**config.mk**
```make
export PLATFORM = sky130hd
export DESIGN_NAME = pwm_multi
export DESIGN_NICKNAME = d
export VERILOG_FILES = /design/src/rtl/pwm_multi.sv
export SDC_FILE = /design/constraint.sdc
export NUM_CORES = 1
export LEC_CHECK = 0
export CAP_MARGIN = 30
export CORE_MARGIN = 8
export CORE_UTILIZATION = 50
export CTS_BUF_LIST = sky130_fd_sc_hd__clkbuf_4 sky130_fd_sc_hd__clkbuf_8
export CTS_CLUSTER_SIZE = 40
export DETAILED_ROUTE_END_ITERATION = 10
export HOLD_SLACK_MARGIN = 0.02
export PLACE_DENSITY = 0.7
export SETUP_SLACK_MARGIN = 0.05
export SKIP_LAST_GASP = 1
export SLEW_MARGIN = 40
export SYNTH_ARGS = -nofsm -noshare
export SYNTH_HDL_FRONTEND = slang
export SYNTH_SLANG_ARGS = --single-unit
```
**constraint.sdc**
```tcl
create_clock -name clk -period 3.1 [get_ports clk]
set_input_delay 0.62 -clock clk [delete_from_list [all_inputs] [get_ports clk]]
set_output_delay 0.62 -clock clk [all_outputs]
set_load 0.01 [all_outputs]
```
**src/rtl/pwm_multi.sv**
```systemverilog
// Multi-channel PWM with one shared period counter and shadowed period/duty/mode registers.
// Optional feature: define PWM_MULTI_INVERT_EN to add a per-channel output polarity mask.
module pwm_multi #(
    parameter int WIDTH    = 16,
    parameter int CHANNELS = 4,
    parameter int ADDR_W   = 5
) (
    input  logic                clk,
    input  logic                reset,
    input  logic                wr,
    input  logic [ADDR_W-1:0]   wr_addr,
    input  logic [WIDTH-1:0]    wr_data,
    output logic [CHANNELS-1:0] out,
    output logic                period_end
);

    localparam logic [ADDR_W-1:0] ADDR_CTRL   = ADDR_W'(0);
    localparam logic [ADDR_W-1:0] ADDR_PERIOD = ADDR_W'(1);

    typedef enum logic {
        DIR_UP   = 1'b0,
        DIR_DOWN = 1'b1
    } dir_t;

    logic             sh_en;
    logic             sh_center;
    logic [WIDTH-1:0] sh_period;
    logic [WIDTH-1:0] sh_duty [CHANNELS];

    logic             sh_en_nxt;
    logic             sh_center_nxt;
    logic [WIDTH-1:0] sh_period_nxt;
    logic [WIDTH-1:0] sh_duty_nxt [CHANNELS];

    logic             act_en;
    logic             act_center;
    logic [WIDTH-1:0] act_period;
    logic [WIDTH-1:0] act_duty [CHANNELS];

    logic [WIDTH-1:0] counter;
    dir_t             dir;

    logic [WIDTH-1:0]    counter_nxt;
    dir_t                dir_nxt;
    logic [WIDTH-1:0]    last_count;
    logic                boundary;
    logic [CHANNELS-1:0] duty_hit;
    logic [CHANNELS-1:0] act_mask;

`ifdef PWM_MULTI_INVERT_EN
    // The mask register only exists when its address does not alias CTRL after truncation.
    localparam bit                MASK_ADDR_OK = (2 + CHANNELS) < (1 << ADDR_W);
    localparam logic [ADDR_W-1:0] ADDR_MASK    = ADDR_W'(2 + CHANNELS);

    logic [CHANNELS-1:0] sh_mask;
    logic [CHANNELS-1:0] sh_mask_nxt;
    logic [CHANNELS-1:0] act_mask_q;

    assign act_mask = act_mask_q;

    always_comb begin
        sh_mask_nxt = sh_mask;
        if (wr && MASK_ADDR_OK && (wr_addr == ADDR_MASK)) begin
            sh_mask_nxt = wr_data[CHANNELS-1:0];
        end
    end

    always_ff @(posedge clk) begin
        if (reset) begin
            sh_mask    <= '0;
            act_mask_q <= '0;
        end else begin
            sh_mask <= sh_mask_nxt;
            if (boundary) begin
                act_mask_q <= sh_mask_nxt;
            end
        end
    end
`else
    assign act_mask = '0;
`endif

    // Shadow next-values; a write landing on a boundary is part of that commit.
    always_comb begin
        sh_en_nxt     = sh_en;
        sh_center_nxt = sh_center;
        sh_period_nxt = sh_period;
        sh_duty_nxt   = sh_duty;
        if (wr) begin
            if (wr_addr == ADDR_CTRL) begin
                sh_en_nxt     = wr_data[0];
                sh_center_nxt = wr_data[1];
            end
            if (wr_addr == ADDR_PERIOD) begin
                sh_period_nxt = wr_data;
            end
            for (int k = 0; k < CHANNELS; k++) begin
                if (wr_addr == ADDR_W'(2 + k)) begin
                    sh_duty_nxt[k] = wr_data;
                end
            end
        end
    end

    // P=0 behaves like P=1 in both modes, so the top count is never below zero.
    assign last_count = (act_period == '0) ? '0 : act_period - WIDTH'(1);

    always_comb begin
        boundary = 1'b1;
        if (act_en) begin
            if (act_center) begin
                boundary = (counter == '0) && (dir == DIR_DOWN);
            end else begin
                boundary = (counter >= last_count);
            end
        end
    end

    always_comb begin
        counter_nxt = counter;
        dir_nxt     = dir;
        if (!act_en || boundary) begin
            counter_nxt = '0;
            dir_nxt     = DIR_UP;
        end else if (!act_center) begin
            counter_nxt = counter + WIDTH'(1);
        end else if (dir == DIR_UP) begin
            if (counter >= last_count) begin
                dir_nxt = DIR_DOWN;
            end else begin
                counter_nxt = counter + WIDTH'(1);
            end
        end else begin
            counter_nxt = counter - WIDTH'(1);
        end
    end

    always_comb begin
        duty_hit = '0;
        for (int k = 0; k < CHANNELS; k++) begin
            duty_hit[k] = (counter < act_duty[k]);
        end
    end

    always_ff @(posedge clk) begin
        if (reset) begin
            sh_en      <= 1'b0;
            sh_center  <= 1'b0;
            sh_period  <= '0;
            act_en     <= 1'b0;
            act_center <= 1'b0;
            act_period <= '0;
            for (int k = 0; k < CHANNELS; k++) begin
                sh_duty[k]  <= '0;
                act_duty[k] <= '0;
            end
            counter    <= '0;
            dir        <= DIR_UP;
            out        <= '0;
            period_end <= 1'b0;
        end else begin
            sh_en     <= sh_en_nxt;
            sh_center <= sh_center_nxt;
            sh_period <= sh_period_nxt;
            sh_duty   <= sh_duty_nxt;
            if (boundary) begin
                act_en     <= sh_en_nxt;
                act_center <= sh_center_nxt;
                act_period <= sh_period_nxt;
                act_duty   <= sh_duty_nxt;
            end
            counter    <= counter_nxt;
            dir        <= dir_nxt;
            // The idle level follows the polarity mask, which is all-zero without inversion.
            out        <= act_en ? (duty_hit ^ act_mask) : act_mask;
            period_end <= act_en && boundary;
        end
    end

endmodule

```
==> results.ini, run 1 <==
[setup_path]
timing.rr.start = act_period[5]$_SDFFE_PP0P_
worst_ep_arrival_time_ns = 3.64
cpMaxStageDelayCell = dfxtp_2
slowest_stage_delay_on_critical_path_ns = 0.34
critical_path.n_buffers_inverters = 3
crit_path_cell_trace = nor4_4 -> nor3b_4 -> and3_4 -> nand2b_4 -> xnor2_2 -> nand2_2 -> ha_4 -> and4_1 -> and2_4 -> a22o_1 -> buf_6 -> a21oi_4 -> buf_12 -> nand2_8 -> clkbuf_16 -> o22a_1
timing.rr.end = act_duty[38]$_SDFFE_PP0P_
crit_family = simple AND/OR/NAND/NOR gates
worstPathRequired_ns = 3.48
worst-r2r-cell-count = 16
cp-endpoint = act_duty[38]$_SDFFE_PP0P_
critPathKind = flop to flop
crit_fanout = 8
setup.reg_to_reg.worst_slack_ns = -0.16
crit_path_end_kind = flop
worstSetupPathDepth = 16
start_kind = flop
worstSetupStartpoint = act_period[5]$_SDFFE_PP0P_

[timing]
max_slew_violation_count = 0
timing.final.crit_period_ns = 3.26
finalCritPeriodShare_pct = 105
fin_ws_ns = -0.160
setup_violations = 95
max_slew.worst_pin.slew_ns = 0.741
timing.max_slew.rel_slack_pct = 50.2
finalHoldViolCount = 0
fmaxAchievable_mhz = 307
setup_repair_after_global_routing_missed_its_margin = true
timing.setup.tns_ns = -12.24
fin_skew_ns = 0.0117

[placed_design]
place.detailed.hpwl_mm = 16.2
detailed_place.area_um2 = 9900
globalplace.congestion = 0.867
port_buffers = 28
place_inst = 1226

[grt]
met2_track_demand_over_resource_in_global_routing_pct = 33.8
globalRouteOverflowTotal = 0
grt_use_total_pct = 21.0
grt_pass1_wl_mm = 36.9
antenna_found_initial = 0
maximum_number_of_pins_on_one_net_before_global_route_repair = 85
gr-usage-met1_pct = 26.8
layer_carrying_the_most_global_route_usage = met2
met3_usage_pct = 3.76
grt_pass1_vias = 7073

[synthesis]
sequential_area_share_after_synthesis_pct = 40.9
synth_edf_count = 0
postSynthAreaPerCell_um2 = 9.58
syn-instance-count = 951
synth-warning-count = 0
netlist_area_um2 = 9110
synth_top_cells_by_area = dfxtp_1, ha_1, mux2i_1, o22a_1, nor2_1
synth_async_sr_flop_share_pct = 0
synth_fp_nets = 1056
yosysUniqueCellTypes = 58
most_used_flip_flop_cell_after_synthesis = dfxtp_1
post-synth-top-area-cell = dfxtp_1
area_share_of_the_largest_cell_type_after_synthesis_pct = 40.9
synth.ff_latch_count = 186

[power_and_ir_drop]
power_per_cell_area_nw_per_um2 = 442
worst_ir_drop_vdd_mv = 0.297
p_sw_share_pct = 27.0
seq_power_share_pct = 51.3
p_leak_nw = 4.72
power.switching_mw = 1.28
finalPower_mw = 4.74
p_int_mw = 3.46
power_frac_clock_pct = 34.6
combinationalPowerShare_pct = 14.2

[job]
timing.max_cap.violations = 0

[cts]
cts-buffers-inserted = 17
clock-root-buffer = clkbuf_8
cts_tree = done
cts_hold_buffers = 0
clk_pin_slew_worst_paths_ns = 0.10
clock_latency_ns = 0.48
htree_levels = 4
cts_num_sinks = 186
clock_tree.buffer_depth = 2

[floorplanning]
start_util_pct = 50.9
fp-row-count = 49
die_width_um = 151
design.portCount = 29
chipHeight_um = 151
floorplan.core_area_um2 = 17900
die-area_um2 = 22800

[run_status]
result_of_the_run = finished with violations
failed_checks = setup timing

[cells_and_area]
multi_input_area_um2 = 4940
area_growth_syn_to_layout_pct = 17.6
finalCoreUtilization_pct = 59.9
fillers = 1545
final_area_um2 = 10700
antenna_cells_inserted = 0
final_cells = 1272
final_layout_size_suffix_gt1_share_pct = 14.6
nets = 1135
sequential_cell_area_um2 = 3730

[drt]
avgViaCountPerCell = 5.74
route.final.wire_length_mm = 24.3
starting_drc_count_in_detailed_routing = 469
ant_nets = 0
first_pass_iters = 7
post-route-drc-count = 0
drt-wirelength-per-cell_um = 19.1
via_count = 7295

[worst_hold_path]
hp-class = flop to flop

## per-layer routing
layer | wire, µm | part of all wire [%]
met1 | 11000 | 45
met2 | 11100 | 46
met3 | 1350 | 5.6
met4 | 867 | 3.6
met5 | 0 | 0
## cell families (layout without fill, tap and decap cells)
kind of cell / Yosys count / in the layout / synth area share, %
AOI/OAI and AO/OA: 196 / 196 / 15.6
buffers and inverters: 114 / 205 / 7.01
and+or+nand+nor: 281 / 282 / 15.3
xor gates and xnor gates: 12 / 12 / 1.15
adders and majority gates: 81 / 81 / 11.1
DFF: 186 / 186 / 40.9
muxes: 81 / 81 / 8.90
## synthesized netlist by cell type, drive strengths merged, types with 2 or more instances
| cell | number |
|---|---|
| o31a | 2 |
| ha | 81 |
| nand3b | 5 |
| o21ai | 17 |
| o22a | 80 |
| and3 | 4 |
| or3 | 18 |
| a31oi | 5 |
| and4 | 3 |
| inv | 69 |
| buf | 28 |
| and2 | 4 |
| xnor2 | 5 |
| nand4 | 11 |
| clkbuf | 17 |
| a21oi | 56 |
| mux2i | 81 |
| or4 | 3 |
| nor2 | 97 |
| xor2 | 7 |
| a211oi | 4 |
| nor3b | 5 |
| dfxtp | 186 |
| nor4 | 15 |
| a32oi | 3 |
| nand2b | 9 |
| nor3 | 8 |
| a21o | 16 |
| nand3 | 24 |
| nor2b | 5 |
| a22oi | 2 |
| o21a | 2 |
| nand2 | 67 |
## power groups by stage
stage	clock network (mW)	registers [mW]	logic, mW
floorplan	0	2.48	0.325
global placement	0	2.48	0.555
detailed placement	0	2.48	0.563
CTS	1.65	2.43	0.602
global route	1.76	2.43	0.724
finish	1.64	2.43	0.672
## cells in the final DEF (no fill, tap or decap), types with 4 or more instances in the layout
| cell | synthesis | layout |
|---|---|---|
| a211oi_1 | 4 | 4 |
| a21o_1 | 15 | 15 |
| a21oi_1 | 55 | 54 |
| a31oi_1 | 5 | 5 |
| buf_12 | 8 | 7 |
| buf_4 | 0 | 55 |
| buf_6 | 9 | 5 |
| clkbuf_16 | 0 | 5 |
| clkbuf_8 | 0 | 19 |
| clkdlybuf4s50_1 | 0 | 27 |
| clkinvlp_4 | 0 | 4 |
| dfxtp_1 | 186 | 183 |
| ha_1 | 81 | 79 |
| inv_1 | 69 | 69 |
| mux2i_1 | 81 | 81 |
| nand2_1 | 66 | 61 |
| nand2_2 | 0 | 4 |
| nand2b_1 | 9 | 8 |
| nand3_1 | 24 | 22 |
| nand3b_1 | 5 | 5 |
| nand4_1 | 11 | 11 |
| nor2_1 | 96 | 92 |
| nor2b_1 | 5 | 5 |
| nor3_1 | 8 | 8 |
| nor4_1 | 14 | 12 |
| o21ai_0 | 15 | 12 |
| o21ai_1 | 1 | 4 |
| o22a_1 | 80 | 80 |
| or3_1 | 17 | 16 |
| xor2_1 | 7 | 7 |
## worst min path at each step
stage               cells past startpoint                      to              startpoint
floorplan                               2  sh_duty[32]$_SDFF_PP0_  sh_duty[32]$_SDFF_PP0_
global placement                        2  sh_duty[45]$_SDFF_PP0_  sh_duty[45]$_SDFF_PP0_
detailed placement                      2  sh_duty[45]$_SDFF_PP0_  sh_duty[45]$_SDFF_PP0_
CTS                                     2  sh_duty[45]$_SDFF_PP0_  sh_duty[45]$_SDFF_PP0_
global route                            2  sh_duty[38]$_SDFF_PP0_  sh_duty[38]$_SDFF_PP0_
finish                                  2  sh_duty[46]$_SDFF_PP0_  sh_duty[46]$_SDFF_PP0_
## state kept, by name, summed over array words and instances (netlist names)
| register | cells |
|---|---|
| act_duty | 64 |
| sh_duty | 64 |
| act_period | 16 |
| counter | 16 |
| sh_period | 16 |
| out | 4 |
| act_center | 1 |
| act_en | 1 |
| dir | 1 |
| period_end | 1 |
| sh_center | 1 |
| sh_en | 1 |
## timing repair
| action | 4_1_cts | 5_1_grt |
|---|---|---|
| resized for setup | 11 | 27 |
| setup buffers | 7 | 2 |
| pin swaps | 4 | 20 |
| endpoints found under the setup margin | 99 | 100 |
| gates cloned | 1 | 8 |
## through the flow
stage | setup WS (ns) | hold slack, ns
finish | -0.160 | 0.469
global route | -0.293 | 0.485
CTS | -0.106 | 0.467
detailed placement | -0.112 | 0.453
global placement | -0.0334 | 0.451
floorplan | -0.0510 | 0.441
## cell type report
cell class                 count  area share, %
clock inverter                10           1.02
multi-input combinational    652           46.1
timing repair buffer         104           10.3
clock buffer                  22           2.65
tap                          229           2.67
inverter                      69           2.42
sequential                   186           34.8
## tightest hold or removal path, stage by stage (launching register included)
cell and delay, ns:
dfxtp_1 0.31, nand2_1 0.05, a21oi_1 0.07
Power figures use the tool's default switching activity.
==> inputs of run 2 (changes only) <==
- PLACE_DENSITY: 0.7 -> 0.67
- SKIP_LAST_GASP: 1 -> default
- clock period: 3.1 -> 3.5 ns (I/O delays scaled with it)
==> run 2 against run 1 <==
Compared with the run above:
- the run now ends clean
- cell area fell by 5.6%
- hold slack improved by 0.0024 ns
- core utilization fell by 3.4 points
- power fell by 14%
- register-to-register slack improved by 0.34 ns
- first-iteration DRC count rose by 13%
- non-clock buffer count fell by 38
- flip-flop and latch count did not move
- via count fell by 4.9%
- global-route usage fell by 0.50 points
- clock skew rose by 0.0015 ns
- critical path type unchanged
==> results.ini, run 2 (synthesis results as in run 1) <==
[floorplanning]
start_util_pct = 50.9  ; unchanged
die_width_um = 151  ; unchanged
fp-row-count = 49  ; unchanged
die-area_um2 = 22800  ; unchanged
floorplan.core_area_um2 = 17900  ; unchanged
design.portCount = 29  ; unchanged
chipHeight_um = 151  ; unchanged

[cts]
clock_latency_ns = 0.47  ; was 0.48 ns
cts-buffers-inserted = 17  ; unchanged
clock-root-buffer = clkbuf_8  ; unchanged
clk_pin_slew_worst_paths_ns = 0.10  ; about the same
clock_tree.buffer_depth = 2  ; unchanged
htree_levels = 4  ; unchanged
cts_hold_buffers = 0  ; unchanged
cts_tree = done  ; unchanged
cts_num_sinks = 186  ; unchanged

[grt]
grt_pass1_vias = 6532  ; was 7,073
globalRouteOverflowTotal = 0  ; unchanged
antenna_found_initial = 0  ; unchanged
maximum_number_of_pins_on_one_net_before_global_route_repair = 41  ; was 85
grt_use_total_pct = 20.5  ; was 21.0%
grt_pass1_wl_mm = 35.9  ; was 36.9 mm

[timing]
fin_ws_ns = 0.177  ; was -0.160 ns
finalCritPeriodShare_pct = 94.9  ; was 105%
finalHoldViolCount = 0  ; unchanged
fmaxAchievable_mhz = 301  ; was 307 MHz
max_slew.worst_pin.slew_ns = 0.672  ; was 0.741 ns
timing.max_slew.rel_slack_pct = 55.1  ; was 50.2%
timing.final.crit_period_ns = 3.32  ; was 3.26 ns
hold_slack_ns = 0.472  ; was 0.469 ns
max_slew_violation_count = 0  ; unchanged
setup_violations = 0  ; was 95
fin_skew_ns = 0.0132  ; was 0.0117 ns

[cells_and_area]
layout_top_registers = act_duty (64), sh_duty (64)  ; unchanged
final_cells = 1234  ; was 1,272
mostFrequentLayoutCells = dfxtp_1, nor2_1, mux2i_1, ha_1, o22a_1  ; was dfxtp_1, nor2_1, mux2i_1
final_layout_size_suffix_gt1_share_pct = 9.35  ; was 14.6%
area_growth_syn_to_layout_pct = 11.0  ; was 17.6%
layout.cells.most_common = dfxtp_1  ; unchanged
antenna_cells_inserted = 0  ; unchanged
nets = 1097  ; was 1,135
fillers = 1611  ; was 1,545

[setup_path]
worst_ep_arrival_time_ns = 3.73  ; was 3.64 ns
timing.rr.start = act_period[6]$_SDFFE_PP0P_  ; was act_period[5]$_SDFFE_PP0P_
worstPathRequired_ns = 3.90  ; was 3.48 ns
crit_path_end_kind = flop  ; unchanged
setup.reg_to_reg.worst_slack_ns = 0.18  ; was -0.16 ns
timing.rr.end = counter[11]$_SDFFE_PP0P_  ; was act_duty[38]$_SDFFE_PP0P_
worst-r2r-cell-count = 14  ; was 16
start_kind = flop  ; unchanged
crit_fanout = 6  ; was 8
critPathKind = flop to flop  ; unchanged

[drt]
route.final.wire_length_mm = 22.8  ; was 24.3 mm
ant_nets = 0  ; unchanged
starting_drc_count_in_detailed_routing = 530  ; was 469
post-route-drc-count = 0  ; unchanged
drt-wirelength-per-cell_um = 18.5  ; was 19.1 µm
via_count = 6937  ; was 7,295
avgViaCountPerCell = 5.62  ; was 5.74
first_pass_iters = 5  ; was 7

[placed_design]
place.detailed.hpwl_mm = 16.3  ; was 16.2 mm
port_buffers = 28  ; unchanged
dp_worst_setup_slack_ns = 0.0819  ; was -0.112 ns
globalplace.congestion = 0.872  ; was 0.867
place_inst = 1200  ; was 1,226

[job]
timing.max_cap.violations = 0  ; unchanged

[worst_hold_path]
timing.hold.worst_endpoint = sh_duty[33]$_SDFF_PP0_  ; was sh_duty[46]$_SDFF_PP0_
hp-class = flop to flop  ; unchanged
startpoint_of_the_most_critical_hold_path = sh_duty[33]$_SDFF_PP0_  ; was sh_duty[46]$_SDFF_PP0_
hold_depth = 2  ; unchanged

[power_and_ir_drop]
worst_ir_drop_vdd_mv = 0.263  ; was 0.297 mV
p_leak_nw = 4.44  ; was 4.72 nW
power_per_cell_area_nw_per_um2 = 404  ; was 442 nW/µm²
finalPower_mw = 4.08  ; was 4.74 mW

[run_status]
result_of_the_run = finished, final reports clean  ; was finished with violations

==> run 2: cell types whose count changed in the layout (fill, tap and decap cells not counted), sizes merged <==
cell,previous run,this run
buf,72,39
clkbuf,27,18
clkinv,2,5
clkinvlp,4,2
inv,72,74
a21o,16,17
bufinv,1,2
nand2,68,67
==> run 2: area by class of cell <==
type	count	area [µm²]	area share [%]
Clock inverter	14	163	1.61
Inverter	69	259	2.56
Timing Repair Buffer	66	623	6.16
Sequential cell	186	3720	36.8
Multi-Input combinational cell	652	4810	47.6
Tap cell	229	287	2.83
Clock buffer	18	248	2.45
==> run 2: what timing repair did <==
action	CTS	global route
setup endpoints to repair	5	96
resized for setup	1	9
pin swaps	0	2
setup buffers	0	1
gates cloned	0	1
==> run 2: stage by stage <==
step                cell area (µm²)  setup TNS [ns]  utilization [%]
finish                        10100               0             56.5
global route                  10100          -0.638             56.5
CTS                           10100               0             56.2
detailed placement             9640               0             53.8
global placement               9640               0             53.8
floorplan                      9110               0                -
==> run 2: critical path, stage by stage (launching register included) <==
cell and delay (ns):
dfxtp_2 0.34, nor4_4 0.28, nor3b_2 0.23, nand2_1 0.13, nor4_2 0.21, xor2_1 0.21
nand2_1 0.08, ha_1 0.29, a21oi_1 0.16, o21ai_0 0.16, a22o_4 0.32, a21o_4 0.22
buf_4 0.15, or3_1 0.34, mux2i_1 0.13
==> run 2: report_power, final <==
part | switching, mW | internal (mW)
Sequential | 0.0128 | 2.14
Clock | 0.813 | 0.670
Combinational | 0.265 | 0.182
==> run 2: how the worst max path moves through the flow <==
| stage | depth (start not counted) | startpoint | end |
|---|---|---|---|
| 5_1_grt | 14 | act_period[6]$_SDFFE_PP0P_ | counter[6]$_SDFFE_PP0P_ |
| 3_5_place_dp | 15 | act_period[4]$_SDFFE_PP0P_ | counter[11]$_SDFFE_PP0P_ |
| 6_report | 14 | act_period[6]$_SDFFE_PP0P_ | counter[11]$_SDFFE_PP0P_ |
| 4_1_cts | 13 | act_period[0]$_SDFFE_PP0P_ | counter[7]$_SDFFE_PP0P_ |
| 3_3_place_gp | 14 | act_period[4]$_SDFFE_PP0P_ | counter[6]$_SDFFE_PP0P_ |
| 2_1_floorplan | 14 | act_period[4]$_SDFFE_PP0P_ | counter[14]$_SDFFE_PP0P_ |
==> run 2: routing by layer <==
metal | global-route usage, % | wire length (µm) | part of all wire (%) | up-vias
li1 | - | - | - | 3479
met1 | 28.5 | 11300 | 50 | 3294
met2 | 31.9 | 10200 | 45 | 142
met3 | 3.29 | 949 | 4.2 | 22
met4 | 6.23 | 352 | 1.5 | 0
met5 | 0 | 0 | 0 | -
==> inputs of run 3 (changes only) <==
- CORE_UTILIZATION: 50 -> 55
- PLACE_DENSITY: 0.67 -> 0.73
==> run 3 against run 2 <==
Compared with the run above:
- via count rose by 0.19%
- hold slack got worse by 0.0024 ns
- die area fell by 8.2%
- wire length fell by 4.0%
- global-route usage rose by 1.0 points
- clock skew rose by 0.0030 ns
- worst setup slack got worse by 0.0090 ns
- cell area fell by 0.24%
- critical path type unchanged
- largest power group unchanged
==> results.ini, run 3 (synthesis results as in run 1) <==
[run_status]
result_of_the_run = finished, final reports clean  ; unchanged

[placed_design]
port_buffers = 28  ; unchanged
place.detailed.hpwl_mm = 15.0  ; was 16.3 mm
detailed_place.area_um2 = 9560  ; was 9640 µm²
globalplace.congestion = 0.878  ; was 0.872

[drt]
first_pass_iters = 5  ; unchanged
route.final.wire_length_mm = 21.9  ; was 22.8 mm
ant_nets = 0  ; unchanged
wl_met3_mm = 1.20  ; was 949 µm
maxUsedRoutingLayer = met4  ; unchanged
wl_met2_mm = 9.79  ; was 10.2 mm
drt-wirelength-per-cell_um = 18.0  ; was 18.5 µm
detailed_route_wire_length_on_metal_1_mm = 10.4  ; was 11.3 mm
starting_drc_count_in_detailed_routing = 529  ; was 530
post-route-drc-count = 0  ; unchanged
avgViaCountPerCell = 5.71  ; was 5.62
via_count = 6950  ; was 6,937

[cells_and_area]
layout.cells.most_common = dfxtp_1  ; unchanged
area_growth_syn_to_layout_pct = 10.7  ; was 11.0%
mostFrequentLayoutCells = dfxtp_1, nor2_1, mux2i_1  ; was dfxtp_1, nor2_1, mux2i_1, ha_1, o22a_1
fillers = 1374  ; was 1,611
finalCoreUtilization_pct = 61.5  ; was 56.5%
nets = 1089  ; was 1,097
final_area_um2 = 10100  ; about the same
sequential_cell_area_um2 = 3730  ; was 3720 µm²
layout_top_registers = act_duty (64), sh_duty (64)  ; unchanged
multi_input_area_um2 = 4850  ; was 4810 µm²
antenna_cells_inserted = 0  ; unchanged
final_layout_size_suffix_gt1_share_pct = 9.33  ; was 9.35%

[power_and_ir_drop]
p_leak_nw = 4.41  ; was 4.44 nW
power_per_cell_area_nw_per_um2 = 398  ; was 404 nW/µm²
finalPower_mw = 4.02  ; was 4.08 mW
worst_ir_drop_vdd_mv = 0.269  ; was 0.263 mV

[cts]
clock-root-buffer = clkbuf_8  ; unchanged
clock_latency_ns = 0.48  ; was 0.47 ns
cts_num_sinks = 186  ; unchanged
cts_tree = done  ; unchanged
cts-buffers-inserted = 17  ; unchanged
htree_levels = 4  ; unchanged
clock_tree.buffer_depth = 2  ; unchanged
clk_pin_slew_worst_paths_ns = 0.10  ; about the same

[floorplanning]
design.portCount = 29  ; unchanged
start_util_pct = 55.6  ; was 50.9%
fp-row-count = 47  ; was 49
floorplan.core_area_um2 = 16400  ; was 17,900 µm²
chipHeight_um = 145  ; was 151 µm
die-area_um2 = 20900  ; was 22,800 µm²
die_width_um = 145  ; was 151 µm

[timing]
max_slew.worst_pin.slew_ns = 0.651  ; was 0.672 ns
finalCritPeriodShare_pct = 95.2  ; was 94.9%
finalHoldViolCount = 0  ; unchanged
timing.max_slew.rel_slack_pct = 56.5  ; was 55.1%
timing.setup.tns_ns = 0  ; unchanged
max_slew_violation_count = 0  ; unchanged
fmaxAchievable_mhz = 300  ; was 301 MHz
fin_skew_ns = 0.0162  ; was 0.0132 ns
timing.final.crit_period_ns = 3.33  ; was 3.32 ns
setup_violations = 0  ; unchanged

[setup_path]
start_kind = flop  ; unchanged
crit_path_end_kind = flop  ; unchanged
crit_fanout = 50  ; was 6
worst_ep_arrival_time_ns = 3.77  ; was 3.73 ns
critPathKind = flop to flop  ; unchanged
worstPathRequired_ns = 3.93  ; was 3.90 ns

[worst_hold_path]
hp-class = flop to flop  ; unchanged

[grt]
maximum_number_of_pins_on_one_net_before_global_route_repair = 74  ; was 41
antenna_found_initial = 0  ; unchanged
grt_pass1_wl_mm = 34.5  ; was 35.9 mm
globalRouteOverflowTotal = 0  ; unchanged
grt_use_total_pct = 21.5  ; was 20.5%
grt_pass1_vias = 6488  ; was 6,532

[job]
timing.max_cap.violations = 0  ; unchanged

## run 3: changes by cell type in the layout (fill, tap and decap cells not counted), sizes merged
cell	before	now
clkbuf	18	20
bufinv	2	0
clkinv	5	6
a21o	17	16
buf	39	31
clkinvlp	2	0
inv	74	76
## run 3: through the flow
step,hold WS [ns],worst slack (ns),std cells
5_1_grt,0.491,-0.00315,1217
4_1_cts,0.470,0.0720,1213
3_5_place_dp,0.457,0.0508,1181
3_3_place_gp,0.452,0.114,1181
6_report,0.469,0.168,1217
2_1_floorplan,0.441,0.145,951
## run 3: power by group
part	total (mW)	internal, mW	switching [mW]
combinational	0.470	0.204	0.266
sequential	2.15	2.14	0.0133
clock	1.40	0.561	0.838
## run 3: what timing repair did
action	CTS	global route
setup buffers	0	3
cloned	0	1
endpoints found under the setup margin	7	98
hold buffers	0	0
resized for setup	1	20
pin swaps	0	6
## run 3: worst max-delay path, cell delays in order (launching register included)
cell and delay (ns):
dfxtp_2 0.34, nor4_4 0.29, nor3b_4 0.27, buf_6 0.14, and3_4 0.19, nand2_2 0.05, xnor2_1 0.17, nand2_1 0.09
ha_1 0.28, and4_4 0.19, and2_1 0.15, a22o_1 0.23, a21o_4 0.24, nor2_4 0.17, buf_12 0.25, o22a_1 0.19
## run 3: layout make-up
cell class,instances,area share (%)
clock inverters,13,1.26
flip-flops and latches,186,36.9
repair buffers,59,5.86
inverters,69,2.57
clock buffers,19,2.59
well taps,220,2.73
multi-input cells,651,48.1
## run 3: worst paths after layout
path / to / cells past startpoint / slack [ns] / startpoint
min reg2reg: sh_duty[35]$_SDFF_PP0_ / 2 / 0.47 / sh_duty[35]$_SDFF_PP0_
max: act_duty[55]$_SDFFE_PP0P_ / 15 / 0.17 / act_period[5]$_SDFFE_PP0P_
max reg2reg: act_duty[55]$_SDFFE_PP0P_ / 15 / 0.17 / act_period[5]$_SDFFE_PP0P_
min: sh_duty[35]$_SDFF_PP0_ / 2 / 0.47 / sh_duty[35]$_SDFF_PP0_
## run 3: metal layers
metal / up-vias / global-route usage, %
met5: - / 0
met4: 0 / 8.32
met3: 37 / 3.94
met2: 170 / 32.6
met1: 3282 / 29.7
li1: 3461 / -
